## src/rtl/bus_dec_pkg.sv

```systemverilog
// Shared types and helpers for the bus address decoder.
// Contents:
//   dec_state_e  - decoder state encoding (IDLE, REQ, RESP, ERR)
//   region_idx() - extracts the region index (top region_w bits) from an address.
//                  The arbiter and scoreboards also use it, so it takes the
//                  widths as arguments rather than baking in one configuration.
package bus_dec_pkg;

  typedef enum logic [1:0] {
    IDLE = 2'd0,
    REQ  = 2'd1,
    RESP = 2'd2,
    ERR  = 2'd3
  } dec_state_e;

  localparam int unsigned MAX_ADDR_W   = 32;
  localparam int unsigned MAX_REGION_W = 8;

  function automatic logic [MAX_REGION_W-1:0] region_idx(
    input logic [MAX_ADDR_W-1:0] addr,
    input int unsigned           addr_w,
    input int unsigned           region_w
  );
    logic [MAX_ADDR_W-1:0] shifted;
    logic [MAX_ADDR_W-1:0] mask;
    shifted = addr >> (addr_w - region_w);
    mask    = (MAX_ADDR_W'(1) << region_w) - MAX_ADDR_W'(1);
    return MAX_REGION_W'(shifted & mask);
  endfunction

endpackage

```

## src/rtl/dec_watchdog.sv

```systemverilog
// Watchdog for the bus address decoder (built only with DEC_TIMEOUT_EN).
// Down-counter loaded with TIMEOUT_CYC-1; expiry is the terminal count (zero)
// seen while running, i.e. on the TIMEOUT_CYC-th running cycle after a clear.
// Ports:
//   i_clk     - bus clock, rising edge
//   i_rst     - synchronous reset, active-high
//   i_clr     - reload the counter (state change or not running)
//   i_run     - decoder is waiting on a slave (REQ or RESP)
//   o_expired - terminal count reached while running
module dec_watchdog #(
  parameter int unsigned TIMEOUT_CYC = 256
) (
  input  logic i_clk,
  input  logic i_rst,
  input  logic i_clr,
  input  logic i_run,
  output logic o_expired
);

  localparam int unsigned CNT_W = (TIMEOUT_CYC > 1) ? $clog2(TIMEOUT_CYC) : 1;
  localparam logic [CNT_W-1:0] LOAD_VAL = CNT_W'(TIMEOUT_CYC - 1);

  logic [CNT_W-1:0] r_cnt;

  always_ff @(posedge i_clk) begin
    if (i_rst || i_clr) begin
      r_cnt <= LOAD_VAL;
    end else if (i_run && (r_cnt != '0)) begin
      r_cnt <= r_cnt - CNT_W'(1);
    end
  end

  assign o_expired = i_run && (r_cnt == '0);

endmodule

```

## src/rtl/bus_addr_decoder.sv

```systemverilog
// Bus address decoder: turns the top REGION_W address bits into a registered
// one-hot slave select, holds it through the request phase, then holds a
// response-mux index until the response completes. Unmapped regions produce
// a one-cycle dec_err pulse.
// Optional feature: define DEC_TIMEOUT_EN to add a watchdog that aborts a
// transaction stuck in REQ/RESP for TIMEOUT_CYC cycles (timeout + dec_err).
// Ports:
//   i_clk, i_rst     - clock (rising edge), synchronous active-high reset
//   i_addr_valid     - new address presented (ignored while o_busy)
//   i_addr           - transaction address
//   i_txn_done       - selected slave finished its request phase
//   i_resp_done      - response delivered to the master
//   o_busy           - decoder not idle
//   o_slave_sel      - one-hot slave select during the request phase
//   o_resp_sel       - responding slave index for the response mux
//   o_resp_active    - o_resp_sel is valid
//   o_dec_err        - one-cycle pulse: unmapped address or timeout
//   o_timeout        - one-cycle pulse: watchdog expiry (0 without DEC_TIMEOUT_EN)
//
// state | meaning
// IDLE  | waiting for addr_valid
// REQ   | slave_sel driven, waiting for txn_done
// RESP  | resp_sel/resp_active driven, waiting for resp_done
// ERR   | single cycle, dec_err (and timeout on watchdog expiry) asserted
module bus_addr_decoder
  import bus_dec_pkg::*;
#(
  parameter int unsigned ADDR_W      = 16,
  parameter int unsigned NUM_SLAVES  = 3,
  parameter int unsigned REGION_W    = 4,
  parameter int unsigned TIMEOUT_CYC = 256
) (
  input  logic                               i_clk,
  input  logic                               i_rst,
  input  logic                               i_addr_valid,
  input  logic [ADDR_W-1:0]                  i_addr,
  output logic                               o_busy,
  output logic [NUM_SLAVES-1:0]              o_slave_sel,
  input  logic                               i_txn_done,
  output logic [((NUM_SLAVES > 1) ? $clog2(NUM_SLAVES) : 1)-1:0] o_resp_sel,
  output logic                               o_resp_active,
  input  logic                               i_resp_done,
  output logic                               o_dec_err,
  output logic                               o_timeout
);

  localparam int unsigned SEL_W = (NUM_SLAVES > 1) ? $clog2(NUM_SLAVES) : 1;

  dec_state_e              r_state;
  logic                    r_busy;
  logic [NUM_SLAVES-1:0]   r_slave_sel;
  logic [SEL_W-1:0]        r_resp_sel;
  logic                    r_resp_active;
  logic                    r_dec_err;
  logic                    w_expired;
  logic [MAX_REGION_W-1:0] w_idx;
  logic                    w_mapped;
  logic [NUM_SLAVES-1:0]   w_onehot;

  assign w_idx    = region_idx(MAX_ADDR_W'(i_addr), ADDR_W, REGION_W);
  // One extra bit so NUM_SLAVES == 2**MAX_REGION_W still compares correctly.
  assign w_mapped = ({1'b0, w_idx} < (MAX_REGION_W + 1)'(NUM_SLAVES));
  assign w_onehot = NUM_SLAVES'(1) << w_idx;

`ifdef DEC_TIMEOUT_EN
  logic r_timeout;
  logic w_wd_run;
  logic w_wd_clr;

  assign w_wd_run = (r_state == REQ) || (r_state == RESP);
  // Reload whenever the FSM is about to leave REQ/RESP or is not waiting at all,
  // so the first cycle of every REQ/RESP stay starts from a full count.
  assign w_wd_clr = !w_wd_run
                 || ((r_state == REQ)  && i_txn_done)
                 || ((r_state == RESP) && i_resp_done);

  dec_watchdog #(
    .TIMEOUT_CYC (TIMEOUT_CYC)
  ) u_watchdog (
    .i_clk     (i_clk),
    .i_rst     (i_rst),
    .i_clr     (w_wd_clr),
    .i_run     (w_wd_run),
    .o_expired (w_expired)
  );

  assign o_timeout = r_timeout;
`else
  // TIMEOUT_CYC is kept on the interface so both builds share one parameter list.
  localparam logic TMO_TIE = (TIMEOUT_CYC == 0) ? 1'b0 : 1'b0;

  assign w_expired = 1'b0;
  assign o_timeout = TMO_TIE;
`endif

  always_ff @(posedge i_clk) begin
    if (i_rst) begin
      r_state       <= IDLE;
      r_busy        <= 1'b0;
      r_slave_sel   <= '0;
      r_resp_sel    <= '0;
      r_resp_active <= 1'b0;
      r_dec_err     <= 1'b0;
`ifdef DEC_TIMEOUT_EN
      r_timeout     <= 1'b0;
`endif
    end else begin
      case (r_state)
        IDLE: begin
          if (i_addr_valid) begin
            r_busy <= 1'b1;
            if (w_mapped) begin
              r_state     <= REQ;
              r_slave_sel <= w_onehot;
              r_resp_sel  <= w_idx[SEL_W-1:0];
            end else begin
              r_state   <= ERR;
              r_dec_err <= 1'b1;
            end
          end
        end
        REQ: begin
          // Completions are checked before expiry so a late-but-valid finish wins.
          if (i_txn_done && i_resp_done) begin
            r_state     <= IDLE;
            r_busy      <= 1'b0;
            r_slave_sel <= '0;
            r_resp_sel  <= '0;
          end else if (i_txn_done) begin
            r_state       <= RESP;
            r_slave_sel   <= '0;
            r_resp_active <= 1'b1;
          end else if (w_expired) begin
            r_state     <= ERR;
            r_slave_sel <= '0;
            r_resp_sel  <= '0;
            r_dec_err   <= 1'b1;
`ifdef DEC_TIMEOUT_EN
            r_timeout   <= 1'b1;
`endif
          end
        end
        RESP: begin
          if (i_resp_done) begin
            r_state       <= IDLE;
            r_busy        <= 1'b0;
            r_resp_active <= 1'b0;
            r_resp_sel    <= '0;
          end else if (w_expired) begin
            r_state       <= ERR;
            r_resp_active <= 1'b0;
            r_resp_sel    <= '0;
            r_dec_err     <= 1'b1;
`ifdef DEC_TIMEOUT_EN
            r_timeout     <= 1'b1;
`endif
          end
        end
        ERR: begin
          r_state   <= IDLE;
          r_busy    <= 1'b0;
          r_dec_err <= 1'b0;
`ifdef DEC_TIMEOUT_EN
          r_timeout <= 1'b0;
`endif
        end
        default: begin
          r_state <= IDLE;
        end
      endcase
    end
  end

  assign o_busy        = r_busy;
  assign o_slave_sel   = r_slave_sel;
  assign o_resp_sel    = r_resp_sel;
  assign o_resp_active = r_resp_active;
  assign o_dec_err     = r_dec_err;

endmodule

```

## config.mk

```make
export PLATFORM = sky130hd
export DESIGN_NAME = bus_addr_decoder
export DESIGN_NICKNAME = d
export VERILOG_FILES = /design/src/rtl/bus_dec_pkg.sv /design/src/rtl/dec_watchdog.sv /design/src/rtl/bus_addr_decoder.sv
export SDC_FILE = /design/constraint.sdc
export NUM_CORES = 1
export LEC_CHECK = 0
export ABC_AREA = 1
export CORE_ASPECT_RATIO = 1.2
export CORE_MARGIN = 2
export CORE_UTILIZATION = 30
export DETAILED_ROUTE_END_ITERATION = 7
export SLEW_MARGIN = 20
export SYNTH_ARGS = -nofsm -noshare
export SYNTH_HDL_FRONTEND = slang
export SYNTH_SLANG_ARGS = --single-unit
```

## constraint.sdc

```tcl
create_clock -name i_clk -period 2 [get_ports i_clk]
set_input_delay 0.4 -clock i_clk [delete_from_list [all_inputs] [get_ports i_clk]]
set_output_delay 0.4 -clock i_clk [all_outputs]
set_load 0.01 [all_outputs]
```

Word level (Yosys, flattened, before mapping):

Index checks and enable logic that the tools add are counted.
W data, S select, Z words.

* order comparisons: 1
* eq/ne operators: 11
* shift operators: 1
* muxes and demuxes: 25
* bitwise gates (word level): 1
* reductions and logical operators: 12

Operators by type and width (count)
* $mux W2: 8
* $ne A2 B2 Y1 const B: 7
* $mux W3: 4
* $reduce_and A3 Y1: 3
* $pmux W2 S4: 1
* $reduce_and A4 Y1: 2
* $mux W1: 7
* $pmux W2 S3: 1
* $pmux W3 S2: 1
* $reduce_and A5 Y1: 1
* $eq A2 B2 Y1 const B: 2
* $lt A4 B2 Y1 const B: 1
* $pmux W1 S2: 2
* $pmux W1 S4: 1
* $reduce_bool A2 Y1: 2
* $shl A1 B4 Y3 const A: 1
* $ne A3 B3 Y1 const B: 1
* $reduce_bool A3 Y1: 1
* $eq A2 B1 Y1 const B: 1
* $logic_not A2 Y1: 1
* $reduce_or A2 Y1: 1
* $logic_and A1 B1 Y1: 1
* $not A1 Y1: 1

* register bits after elaboration: 10
* input port bits: 21
* output and inout port bits: 9
* logic and storage cells: 57

Longest topological paths before layout:

Gate-level depths: netlist of the first run.

* word-level depth: 4
* depth in mapped cells: 11

Least setup slack after synthesis of the first run:

OpenSTA, ideal clock, no wires.

* kind: register to register
* from: reg r_state[0]
* to: reg r_resp_sel[0], in the netlist o_resp_sel[0]
* library setup time: 114 ps
* arrival time: 1142 ps
* required time: 1886 ps
* slack: 744 ps
* stages on the path, launching flop included: 9
* clock period less this slack: 1256 ps
* path through: dfxtp_1 > inv_1 > ha_1 > inv_2 > nor2_8 > nor2_4 > nand2_1 > nor2_1 > nor2_2

* longest elaborated chain between the ends: 3
* elaborated cells between the ends (all ways): 10

RTL lines
* start, declared: line bus_addr_decoder.sv:49 `dec_state_e r_state;`
* start signal, assigned: line bus_addr_decoder.sv:98 `r_state <= IDLE;`
* start signal, assigned: line bus_addr_decoder.sv:113 `r_state <= REQ;`
* start signal, assigned: line bus_addr_decoder.sv:117 `r_state <= ERR;`
* $eq A2 B1 Y1, or another cell as far along: line bus_addr_decoder.sv:108 `case (r_state)`
* $ne A2 B2 Y1 (no line) or $reduce_bool A3 Y1 (tied branches)
* $reduce_and A5 Y1 (no line)
* end signal, assigned: line bus_addr_decoder.sv:115 `r_resp_sel <= w_idx[SEL_W-1:0];`
* end, declared: line bus_addr_decoder.sv:52 `logic [SEL_W-1:0] r_resp_sel;`

Parallel ways exist; a longest one is shown, timed or not.
A chain may end at the register's enable or synchronous reset.

Worst setup path after layout of the first run:

* from: reg r_resp_active, in the netlist o_resp_active
* to: out o_resp_active

RTL lines
* start, declared: line bus_addr_decoder.sv:53 `logic r_resp_active;`
* start signal, assigned: line bus_addr_decoder.sv:102 `r_resp_active <= 1'b0;`
* start signal, assigned: line bus_addr_decoder.sv:132 `r_resp_active <= 1'b1;`
* start signal, assigned: line bus_addr_decoder.sv:147 `r_resp_active <= 1'b0;`
* end, declared: line bus_addr_decoder.sv:41 `output logic o_resp_active,`

No word-level cell between the ends.

==> summary.txt, run 1 <==
Synth
  – FF+latch count, synth: 10
  – Syn_area_per_cell: 6.67 um2
  – Cells after Synth: between 100 and 150
  – Synth warn: 0
  – Netlist cell types: 21
  – Syn_nets: approximately 130
  – Post-Synthesis Cell Area: 681 um2
  – Register area share after synthesis: approximately 29%

GRT
  – All-Layer GR Usage: 11.9%
  – First-pass GRT wire length: ~2400 um
  – Total congestion overflow: 0
  – Vias in the first global route: just under 600
  – Pin count of the biggest net entering global routing: 8
  – Initial antenna violation count: 0

Clock network
  – TritonCTS clock tree: done
  – Clock transition at the registers of the reported paths: ~0.080 ns
  – Hold_buf cts: 0
  – Post-CTS Repair Setup Buffers: 0
  – Longest Clk Path Bufs: 2
  – Post-CTS Resized: 0
  – CTS buffer count: 3
  – Clock Sinks: 10
  – Htree depth: 1
  – Clk Latency, worst-skew pair: between 0.2 and 0.3 ns
  – CTS root buffer: clkbuf_4

Worst setup path
  – Critical path buffers and inverters: 1
  – Required @ worst endpoint: about 1.6 ns
  – Crit start category: flop
  – CP endpoint kind: output pin
  – Max Fanout on Critical Path: 2
  – CP top delay family: buffers and inverters
  – Cell Chain, Critical Path: clkdlybuf4s50_1
  – R2R setup slack: between 0.6 and 0.7 ns
  – Slowest CP cell: clkdlybuf4s50_1
  – Setup CP Type: reg2out
  – CP max stage delay: between 0.5 and 0.6 ns
  – Worst Path Arrival: around 1.2 ns

Pwr
  – PD cells: ~1400 mW/mm2
  – Sw frac: 43.9%
  – VDD IR max: 0.000612 V
  – Combinational power share: between 50% and 60%
  – Sw power: around 0.00056 W
  – Register share of total power: 25.7%
  – Leak: 0.449 nW
  – Overall Power: 0.00128 W
  – Pint: roughly 0.0007 W
  – Clock power frac: about 15%

Place
  – GPL Wtd Cong: 0.803
  – Port-buffer cells: 16
  – Hpwl dp: roughly 1100 um
  – Dpl cells: 147

Die
  – IO Pins: 30
  – Die Wd: approximately 47 um
  – Row count: 18
  – Die Y: 56.2 um
  – Initial core utilization: between 30% and 40%
  – Die footprint: 0.00267 mm2
  – Core ar.: 0.00209 mm2

Timing
  – Setup violators final: 0
  – Setup TNS Final: 0 ns
  – RSZ-0062 raised after global routing: false
  – Tcrit/Tclk final: 77.4%
  – Skew final: 0.00590 ns
  – Final hold vios: 0
  – WHS: 0.477 ns
  – Max frequency: ~0.65 GHz
  – Fin crit period: 1.55 ns
  – Max-slew violation count: 0

Detailed routing
  – Via count: 636
  – Vias per cell: 4.21
  – Post-Route WL: 1310 um
  – 1st-iter DRT viols: 8
  – Number of remaining DRC errors: 0
  – Post-route ant nets: 0
  – DR WL/cell: around 8.7 um
  – DRT Pass-1 Iters: 2

Cells and area
  – Antenna diodes: 0
  – Post-Layout Cell Count: roughly 150
  – Proportion of layout cells with a drive suffix above 1: 17.4%
  – Fillers: roughly 230
  – Final core utilization: 43.3%
  – Nets: 148
  – Area grow syn2layout: 33.3%

Run status
  – Outcome: finished, final reports clean

Worst hold path
  – Worst Hold Class: reg2reg

Run
  – Maxcap violations: 0
==> final timing paths <==
path,start,to,depth (start not counted)
worst min-delay path,o_busy,o_busy,2
worst min register to register,o_busy,o_busy,2
worst max-delay path,o_resp_active,o_resp_active,1
worst max register to register,r_state[1],o_resp_sel[0],8
==> placed cells by master (no fill, tap or decap) <==
| cell type | instances |
|---|---|
| a21oi_1 | 5 |
| a31oi_1 | 1 |
| clkbuf_4 | 3 |
| clkbuf_8 | 1 |
| clkdlybuf4s50_1 | 16 |
| conb_1 | 1 |
| dfxtp_1 | 10 |
| ha_1 | 5 |
| inv_1 | 13 |
| inv_2 | 3 |
| inv_4 | 1 |
| nand2_1 | 27 |
| nand2_2 | 6 |
| nand2_4 | 1 |
| nand3_1 | 4 |
| nand3_2 | 1 |
| nand4_1 | 1 |
| nor2_1 | 14 |
| nor2_2 | 2 |
| nor2_4 | 2 |
| nor2_8 | 1 |
| o21ai_0 | 2 |
| o21ai_1 | 1 |
==> logic make-up (layout without fill, tap and decap cells) <==
group	after synthesis	after routing	synth area share (%)
flip-flops	10	10	29.4
adder cells (fa/ha/maj)	5	5	9.19
AND/OR/NAND/NOR	59	59	43.2
AO/OA/AOI/OAI	9	9	6.80
other	1	1	0.551
buffers and inverters	18	37	10.8
==> worst reg2reg max path, delay by kind of cell, from the launching register on <==
family        cells  cell delay [ns]
fa+ha+maj         1             0.25
flops             1             0.38
buf+inv           1             0.09
simple gates      6             0.57
==> cell usage after synthesis <==
| library cell | instances | area share (%) |
|---|---|---|
| buf_4 | 1 | 1.1 |
| nand2_4 | 1 | 1.7 |
| conb_1 | 1 | 0.55 |
| a21oi_1 | 5 | 3.7 |
| dfxtp_1 | 10 | 29 |
| o21ai_0 | 2 | 1.5 |
| inv_4 | 1 | 0.92 |
| nor2_8 | 1 | 2.9 |
| nand2_1 | 27 | 15 |
| nand4_1 | 1 | 0.92 |
| a31oi_1 | 1 | 0.92 |
| nor2_4 | 2 | 3.3 |
| nand3_1 | 4 | 2.9 |
| nand2_2 | 6 | 5.5 |
| o21ai_1 | 1 | 0.73 |
| inv_1 | 13 | 7.2 |
| nor2_1 | 14 | 7.7 |
| nor2_2 | 2 | 1.8 |
| inv_2 | 3 | 1.7 |
| nand3_2 | 1 | 1.5 |
| ha_1 | 5 | 9.2 |
==> routing by layer <==
metal,GRT usage [%],vias to the layer above,routed length [um]
li1,-,344,-
met1,14.3,274,601
met2,19.3,13,601
met3,2.92,5,72
met4,4.76,0,31
met5,0,-,0
==> sequential cells by signal, indices dropped and copies added, names as in the netlist <==
register       cells
o_busy             1
o_resp_active      1
r_state            2
o_resp_sel         2
o_slave_sel        3
o_dec_err          1
==> stage by stage <==
stage | setup slack, ns | area (um2)
finish | 0.452 | 907
global placement | 0.392 | 871
floorplan | 0.744 | 681
detailed placement | 0.379 | 871
global route | 0.405 | 907
CTS | 0.442 | 907
==> power groups by stage <==
stage | logic [W] | registers, W | clock network [W]
5_1_grt | 0.000862 | 0.000342 | 0.000210
6_report | 0.000758 | 0.000329 | 0.000193
3_3_place_gp | 0.000758 | 0.000333 | 0
3_5_place_dp | 0.000763 | 0.000336 | 0
4_1_cts | 0.000768 | 0.000331 | 0.000197
2_1_floorplan | 0.000510 | 0.000361 | 0
==> cell type report <==
type / count / area, um2 / area share [%]
timing repair buffer: 16 / 160 / 17.7
multi-input combinational: 74 / 407 / 44.8
tap: 30 / 37.5 / 4.14
clock buffer: 4 / 36.3 / 4.00
sequential: 10 / 200 / 22.1
inverter: 17 / 66.3 / 7.31
Note: power is estimated with default switching activity, not from simulation.
==> inputs of run 2 (changes only) <==
==> constraint.sdc (replaced) <==
create_clock -name i_clk -period 1.3 [get_ports i_clk]
set_input_delay 0.26 -clock i_clk [delete_from_list [all_inputs] [get_ports i_clk]]
set_output_delay 0.26 -clock i_clk [all_outputs]
set_load 0.01 [all_outputs]
==> run 2 against run 1 <==
  * Worst setup slack worse by 0.41 ns
  * Clock skew about the same
  * Utilization increased by 8.4 points
  * Power rose by 90%
  * Routed wire length increased by 22%
  * Sequential share of layout area down 3.1 points
  * Non-clock buffer count up 13
  * Critical path type is now in2reg
  * Largest power group unchanged
  * Highest routed layer unchanged
==> summary.txt, run 2 (synthesis results as in run 1) <==
Cells and area
  – Nets: 161 (was 148)
  – Most common cell after layout, fill and taps aside: nand2_1 (unchanged)
  – Post-Layout Cell Count: 164 (was 151)
  – Antenna diodes: 0 (unchanged)
  – Most frequent cells in the layout: nand2_1, nor2_1, buf_4 (was nand2_1, clkdlybuf4s50_1, nor2_1)
  – Number of flip-flops in the largest register: 3 (unchanged)
  – Proportion of layout cells with a drive suffix above 1: 35.8% (was 17.4%)
  – Area grow syn2layout: 59.2% (was 33.3%)

Timing
  – Skew final: 0.00567 ns (was 0.00590 ns)
  – Tcrit/Tclk final: between 90% and 100%
  – Fin crit period: approximately 1.3 ns
  – Max-slew violation count: 0 (unchanged)
  – WHS: 0.470 ns (was 0.477 ns)
  – Max frequency: between 0.7 and 0.8 GHz
  – PnR worst setup slack: 0.0386 ns (was 0.452 ns)
  – Final hold vios: 0 (unchanged)
  – RSZ-0062 raised after global routing: true (was false)
  – Setup violators final: 0 (unchanged)

Worst setup path
  – Cell Chain, Critical Path: clkdlybuf4s50_1, inv_1, nand2_4, nand2_4, nor2_4, nand2_2, nor2_2, nor2_2 (was clkdlybuf4s50_1)
  – Slowest CP cell: clkdlybuf4s50_1 (unchanged)
  – Max Fanout on Critical Path: 4 (was 2)
  – Worst Path Arrival: 1.44 ns (was 1.15 ns)
  – Required @ worst endpoint: 1.48 ns (was 1.60 ns)
  – CP max stage delay: 0.55 ns (was 0.53 ns)
  – Setup CP Type: in2reg (was reg2out)
  – CP endpoint kind: flop (was output pin)
  – Crit start category: input port (was flop)

Pwr
  – Leak: 0.559 nW (was 0.449 nW)
  – Sw power: 0.00105 W (was 0.000562 W)
  – Clock power frac: 12.2% (was 15.1%)
  – Register share of total power: 21.8% (was 25.7%)
  – PD cells: 2240 mW/mm2 (was 1410 mW/mm2)
  – Combinational power share: 66.0% (was 59.2%)
  – Sw frac: 43.3% (was 43.9%)
  – VDD IR max: 0.00118 V (was 0.000612 V)
  – Pint: 0.00138 W (was 0.000719 W)

GRT
  – Initial antenna violation count: 0 (unchanged)
  – Pin count of the biggest net entering global routing: 8 (unchanged)
  – Vias in the first global route: 605 (was 594)
  – Total congestion overflow: 0 (unchanged)
  – First-pass GRT wire length: 2410 um (was 2370 um)
  – All-Layer GR Usage: 12.7% (was 11.9%)

Place
  – GPL Wtd Cong: 0.792 (was 0.803)
  – Pre-CTS WS: -0.169 ns (was 0.379 ns)
  – Port-buffer cells: 16 (unchanged)
  – Dpl cells: 160 (was 147)
  – Hpwl dp: 1190 um (was 1050 um)

Detailed routing
  – Via count: 697 (was 636)
  – Post-route ant nets: 0 (unchanged)
  – DR WL/cell: 9.70 um (was 8.66 um)
  – Number of remaining DRC errors: 0 (unchanged)
  – Post-Route WL: 1590 um (was 1310 um)
  – 1st-iter DRT viols: 2 (was 8)
  – DRT Pass-1 Iters: 4 (was 2)
  – Vias per cell: 4.25 (was 4.21)

Clock network
  – Longest Clk Path Bufs: 2 (unchanged)
  – Htree depth: 1 (unchanged)
  – Clock transition at the registers of the reported paths: 0.08 ns (about the same)
  – CTS buffer count: 3 (unchanged)
  – Clk Latency, worst-skew pair: 0.28 ns (about the same)
  – TritonCTS clock tree: done (unchanged)
  – Hold_buf cts: 0 (unchanged)
  – CTS root buffer: clkbuf_4 (unchanged)
  – Post-CTS Repair Setup Buffers: 0 (unchanged)
  – Clock Sinks: 10 (unchanged)

Die
  – Row count: 18 (unchanged)
  – Die Wd: 47.5 um (unchanged)
  – Die footprint: 0.00267 mm2 (unchanged)
  – Core ar.: 0.00209 mm2 (unchanged)
  – Initial core utilization: 32.5% (unchanged)
  – Die Y: 56.2 um (unchanged)
  – IO Pins: 30 (unchanged)

Run status
  – Outcome: finished, final reports clean (unchanged)

Worst hold path
  – Worst Hold Class: reg2reg (unchanged)

Run
  – Maxcap violations: 0 (unchanged)
-- run 2: worst paths after layout --
| kind | slack (ns) | end | startpoint | cells past startpoint |
|---|---|---|---|---|
| min reg2reg | 0.47 | o_busy | o_busy | 2 |
| max reg2reg | 0.05 | o_slave_sel[1] | r_state[0] | 9 |
| max | 0.04 | o_resp_sel[0] | i_resp_done | 8 |
| min | 0.47 | o_busy | o_busy | 2 |
-- run 2: routing by layer --
layer	up-vias	wire length (um)	GRT usage [%]
met4	0	59	7.54
met2	20	783	20.8
met5	-	0	0
li1	373	-	-
met1	297	669	13.1
met3	7	78	4.22
-- run 2: final cells by class --
class	count	area, um2
inverter	17	76.3
sequential	10	205
tap	30	37.5
multi-input combinational	74	473
fill	211	1010
timing repair buffer	29	255
clock buffer	4	36.3
-- run 2: what timing repair did --
action / CTS / global route
endpoints found under the setup margin: 15 / 8
pin swaps: 0 / 10
resized for setup: 13 / 22
-- run 2: critical path: cells and delay by family --
kind | cells | cell delay [ns]
buffers and inverters | 2 | 0.66
AND/OR/NAND/NOR | 6 | 0.51
-- run 2: power groups by stage --
stage                     Combinational [W]  Sequential, W  Clock (W)
after CTS                           0.00138       0.000497   0.000312
after global routing                0.00177       0.000552   0.000328
final                               0.00160       0.000530   0.000297
after floorplan                    0.000785       0.000555          0
after global placement              0.00138       0.000500          0
after detailed placement            0.00141       0.000501          0
-- run 2: metrics by stage --
step	util (%)	total power, W	area (um2)	TNS, ns
6_report	51.7	0.00243	1080	0
5_1_grt	51.7	0.00265	1080	-0.123
3_5_place_dp	46.2	0.00192	968	-1.08
4_1_cts	47.8	0.00219	1000	0
3_3_place_gp	46.2	0.00188	968	-0.860
2_1_floorplan	-	0.00134	681	0
